<file path="src/rtl/spi_cmd_pkg.sv">
// Shared definitions for the SPI command decoder:
// opcode constants and the decoder FSM state type.
package spi_cmd_pkg;

  localparam logic [7:0] OP_WRITE = 8'h01;
  localparam logic [7:0] OP_CTRL  = 8'h02;

  typedef enum logic [2:0] {
    IDLE,
    ADDR_HI,
    ADDR_LO,
    DATA,
    CTRL_DATA,
    DISCARD
  } state_t;

endpackage

</file>
<file path="src/rtl/sync_2ff.sv">
// Single-bit two-flop synchronizer with a
// configurable reset value.
module sync_2ff #(
  parameter logic RST_VAL = 1'b0
) (
  input  logic clk,
  input  logic rst,
  input  logic d,
  output logic q
);

  logic meta;

  // Two back-to-back flops to settle metastability
  always_ff @(posedge clk) begin
    if (rst) begin
      meta <= RST_VAL;
      q    <= RST_VAL;
    end else begin
      meta <= d;
      q    <= meta;
    end
  end

endmodule

</file>
<file path="src/rtl/spi_cmd_decoder.sv">
// SPI byte-stream command decoder driving a
// framebuffer write port and a control register.
module spi_cmd_decoder
  import spi_cmd_pkg::*;
#(
  parameter int WIDTH  = 8,
  parameter int ADDR_W = 16
) (
  input  logic              clk,
  input  logic              rst,
  input  logic              cs_n,
  input  logic              d_valid,
  input  logic [WIDTH-1:0]  dout,
  output logic [WIDTH-1:0]  din,
  output logic              fb_we,
  output logic [ADDR_W-1:0] fb_addr,
  output logic [WIDTH-1:0]  fb_wdata,
  output logic [WIDTH-1:0]  ctrl_reg,
  output logic              cmd_err
);

  localparam int HI_W = ADDR_W - 8;

  logic              dv_s;
  logic              cs_s;
  logic              dv_d;
  logic              cs_d;
  logic [1:0]        settle;
  logic              armed;
  logic              byte_stb;
  logic              cs_rise;
  logic [WIDTH-1:0]  byte_q;
  logic [ADDR_W-1:0] addr;
  state_t            state;

  sync_2ff #(.RST_VAL(1'b0)) u_sync_dv (
    .clk (clk),
    .rst (rst),
    .d   (d_valid),
    .q   (dv_s)
  );

  sync_2ff #(.RST_VAL(1'b1)) u_sync_cs (
    .clk (clk),
    .rst (rst),
    .d   (cs_n),
    .q   (cs_s)
  );

  assign din = ctrl_reg;

  // Edge detection; armed only once cs_n is
  // really seen high, so a packet cut by reset
  // is ignored until the next falling edge.
  always_ff @(posedge clk) begin
    if (rst) begin
      dv_d     <= 1'b0;
      cs_d     <= 1'b1;
      settle   <= 2'b00;
      armed    <= 1'b0;
      byte_stb <= 1'b0;
      cs_rise  <= 1'b0;
      byte_q   <= '0;
    end else begin
      dv_d     <= dv_s;
      cs_d     <= cs_s;
      settle   <= {settle[0], 1'b1};
      if (settle[1] && cs_s)
        armed <= 1'b1;
      byte_stb <= dv_s && !dv_d
                  && !cs_d && armed;
      cs_rise  <= cs_s && !cs_d;
      if (dv_s && !dv_d)
        byte_q <= dout;
    end
  end

  // Command FSM with registered outputs; a
  // cs_n rise is applied after the byte.
  always_ff @(posedge clk) begin
    if (rst) begin
      state    <= IDLE;
      fb_we    <= 1'b0;
      fb_addr  <= '0;
      fb_wdata <= '0;
      ctrl_reg <= '0;
      cmd_err  <= 1'b0;
      addr     <= '0;
    end else begin
      fb_we <= 1'b0;
      if (byte_stb) begin
        unique case (state)
          IDLE: begin
            if (byte_q == WIDTH'(OP_WRITE)) begin
              state <= ADDR_HI;
            end else if (byte_q == WIDTH'(OP_CTRL)) begin
              state <= CTRL_DATA;
            end else begin
              cmd_err <= 1'b1;
              state   <= DISCARD;
            end
          end
          ADDR_HI: begin
            addr[ADDR_W-1:8] <= HI_W'(byte_q);
            state <= ADDR_LO;
          end
          ADDR_LO: begin
            addr[7:0] <= 8'(byte_q);
            state <= DATA;
          end
          DATA: begin
            fb_we    <= 1'b1;
            fb_addr  <= addr;
            fb_wdata <= byte_q;
            addr     <= addr + ADDR_W'(1);
          end
          CTRL_DATA: begin
            ctrl_reg <= byte_q;
            cmd_err  <= 1'b0;
            state    <= DISCARD;
          end
          DISCARD: begin
            state <= DISCARD;
          end
          default: begin
            state <= IDLE;
          end
        endcase
      end
      if (cs_rise)
        state <= IDLE;
    end
  end

endmodule

</file>
<file path="config.mk">
export PLATFORM = sky130hd
export DESIGN_NAME = spi_cmd_decoder
export DESIGN_NICKNAME = d
export VERILOG_FILES = /design/src/rtl/spi_cmd_pkg.sv /design/src/rtl/sync_2ff.sv /design/src/rtl/spi_cmd_decoder.sv
export SDC_FILE = /design/constraint.sdc
export NUM_CORES = 1
export LEC_CHECK = 0
export ABC_CLOCK_PERIOD_IN_PS = 4780
export CORE_MARGIN = 8
export CORE_UTILIZATION = 56
export CTS_CLUSTER_DIAMETER = 100
export DETAILED_ROUTE_END_ITERATION = 10
export PLACE_DENSITY = 0.88
export SKIP_LAST_GASP = 1
export SLEW_MARGIN = 20
export SYNTH_ARGS = -nofsm -noshare
export SYNTH_HDL_FRONTEND = slang
export SYNTH_SLANG_ARGS = --single-unit
</file>
<file path="constraint.sdc">
create_clock -name clk -period 4.78 [get_ports clk]
set_clock_uncertainty 0.05 [all_clocks]
set_input_delay 0.717 -clock clk [delete_from_list [all_inputs] [get_ports clk]]
set_output_delay 0.717 -clock clk [all_outputs]
set_load 0.05 [all_outputs]
</file>
==> out/metrics.cfg <==
[layout]
multi_input_area_mm2=0.00147
layout-drive-gt1-share_pct=7.21
n_antenna_cell=0
final_cell_mix=nand2_1 (93), dfxtp_1 (72), a21oi_1 (58), clkdlybuf4s50_1 (52), clkbuf_8 (12)
largestRegisters=addr (16), fb_addr (16)
area_growth_pct=20.2
regArea_mm2=0.00144
fillers=458
nets=424
final_common_cell=nand2_1

[grt]
track_usage_pct=18.6
grt-ovfl-total=0
grt_pass1_wl_mm=12.7
grt_pass1_vias=2713
grt_max_degree=73
antenna_found_initial=0

[cts]
clockBufferDepth=2
ctsHtreeMaxLevel=3
clk_latency_ns=0.36
clk_pin_slew_ns=0.07
cts.root.buffer_cell=clkbuf_8
postCtsResizedCells=0
postCtsSetupRepairBufs=0
cts.sinks=72
cts_tree=built
numCtsBuffers=9
cts_hold_buffers=0

[drt]
drc=0
drtIter0Drc=280
drtPass1Iterations=5
drt-total-wl_mm=7.45
viasPerCell=5.70
wire_per_inst_um=15.3
vias=2780
antenna_left=0

[sta]
setup_violations=0
hold_violations=0
min_period_over_period_pct=49.1
drv_slew=0
fin_setup_tns_ns=0
worst_pin_slew_ns=0.908
fmaxAchievable_ghz=0.426
rsz0062_at_grt=false
slew_headroom_pct=39.3
layout_setup_ws_ns=2.44
final_period_minus_worst_setup_slack_ns=2.34

[min_path]
worstHoldPathCells=1
hp-class=reg -> reg

[critical_path]
critical-path-top-delay-family=buffers and inverters
arrival_ns=1.58
path_buf_inv=1
startpoint_type=flip-flop
cp_num_cells=1
setup.worst_path.end_class=output pin
worstPathRequired_ns=4.01
cp_slowest_stage_delay_ns=0.85
rr_worst_depth=4
path_cells=clkdlybuf4s50_1
crit_type=reg -> out
path_max_fanout=3
cpMaxStageDelayCell=clkdlybuf4s50_1

[logic_synthesis]
synth_area_mm2=0.00313
async_flop_share_pct=0
synth_ff_type=dfxtp_1
synth-edff-count=0
yosys_warnings=0
avgSynthCellArea_um2=8.21
yosysUniqueCellTypes=54
synth_nets=394
synthCells=381
synth_seq_area_share_pct=46.1
ys_ff_latch=72

[placement]
gp_congestion=0.925
place_ws_ns=2.58
hpwl_mm=4.97
port_buffers=53

[power]
p_leak_nw=1.21
power_density_mw_per_mm2=307
vdd_ir_drop_max_v=0.000270

[floorplanning]
rows=27
die_area_mm2=0.00823
die_x_um=90.7
start_util_pct=57.5
design.core.area_mm2=0.00544
ios=54
chipHeight_um=90.7

[job]
maxCapViolCount=0

[run_status]
status=completed

==> logic make-up (layout without fill, tap and decap cells) <==
kind of cell | count (synthesis) | after routing | synth area share, %
simple gates | 172 | 172 | 27.8
compound gates | 90 | 90 | 16.4
flops | 72 | 72 | 46.1
buf+inv | 39 | 74 | 7.08
mux | 6 | 6 | 1.96
fa+ha+maj | 1 | 1 | 0.400
xor+xnor | 1 | 1 | 0.280
==> synthesized netlist by cell type (3+ instances only) <==
| cell | n | area share [%] |
|---|---|---|
| a21oi_1 | 58 | 9.3 |
| a31oi_1 | 3 | 0.60 |
| and2_1 | 5 | 1.0 |
| buf_2 | 9 | 1.4 |
| buf_4 | 13 | 3.1 |
| clkbuf_1 | 10 | 1.2 |
| dfxtp_1 | 72 | 46 |
| inv_1 | 3 | 0.36 |
| mux2i_1 | 5 | 1.6 |
| nand2_1 | 93 | 11 |
| nand3_1 | 7 | 1.1 |
| nand3b_1 | 3 | 0.72 |
| nand4_1 | 8 | 1.6 |
| nor2_1 | 11 | 1.3 |
| nor2b_1 | 5 | 1.0 |
| nor3_1 | 9 | 1.4 |
| nor3b_1 | 7 | 1.7 |
| nor4_1 | 5 | 1.0 |
| o21ai_0 | 9 | 1.4 |
| or2_2 | 3 | 0.60 |
==> area by class of cell <==
type                       count  share of cell area, %
sequential                    72                   38.3
timing repair buffer          54                   14.2
multi-input combinational    270                   39.0
clock inverter                 4                   1.36
clock buffer                  12                   4.39
tap                           72                   2.40
inverter                       4                  0.399
==> per-stage QoR <==
| step | power [mW] | util [%] | hold slack, ns | cells | instance area, µm² |
|---|---|---|---|---|---|
| 3_5_place_dp | 0.657 | 65.2 | 0.358 | 472 | 3540 |
| 4_1_cts | 1.16 | 69.2 | 0.378 | 488 | 3760 |
| 5_1_grt | 1.19 | 69.2 | 0.390 | 488 | 3760 |
| 6_report | 1.16 | 69.2 | 0.373 | 488 | 3760 |
| 3_3_place_gp | 0.656 | 65.2 | 0.343 | 472 | 3540 |
| 2_1_floorplan | 0.643 | - | 0.339 | 381 | 3130 |
==> final timing paths <==
check / endpoint / startpoint / slack, ns
max: din[1] / ctrl_reg[1]$_SDFFE_PP0P_ / 2.44
min: u_sync_cs.q$_SDFF_PP1_ / u_sync_cs.meta$_SDFF_PP1_ / 0.37
max reg2reg: addr[9]$_SDFFE_PP0P_ / state[1]$_SDFFE_PP0P_ / 2.68
min reg2reg: u_sync_cs.q$_SDFF_PP1_ / u_sync_cs.meta$_SDFF_PP1_ / 0.37
==> metal layers <==
layer / track usage, % / vias up / part of all wire (%)
met5: 0 / - / 0
met4: 10.5 / 0 / 1.1
met3: 5.24 / 11 / 7.1
met2: 29.7 / 79 / 48
met1: 21.9 / 1311 / 44
li1: - / 1379 / -
==> report_power, final <==
| part | internal, mW | total, mW | switching [mW] | leakage, nW |
|---|---|---|---|---|
| Sequential | 0.605 | 0.612 | 0.00677 | 0.582 |
| Combinational | 0.0144 | 0.0312 | 0.0168 | 0.517 |
| Clock | 0.284 | 0.513 | 0.229 | 0.109 |
| Total | 0.903 | 1.16 | 0.253 | 1.21 |
No activity file was read; power rests on OpenSTA's default activity.
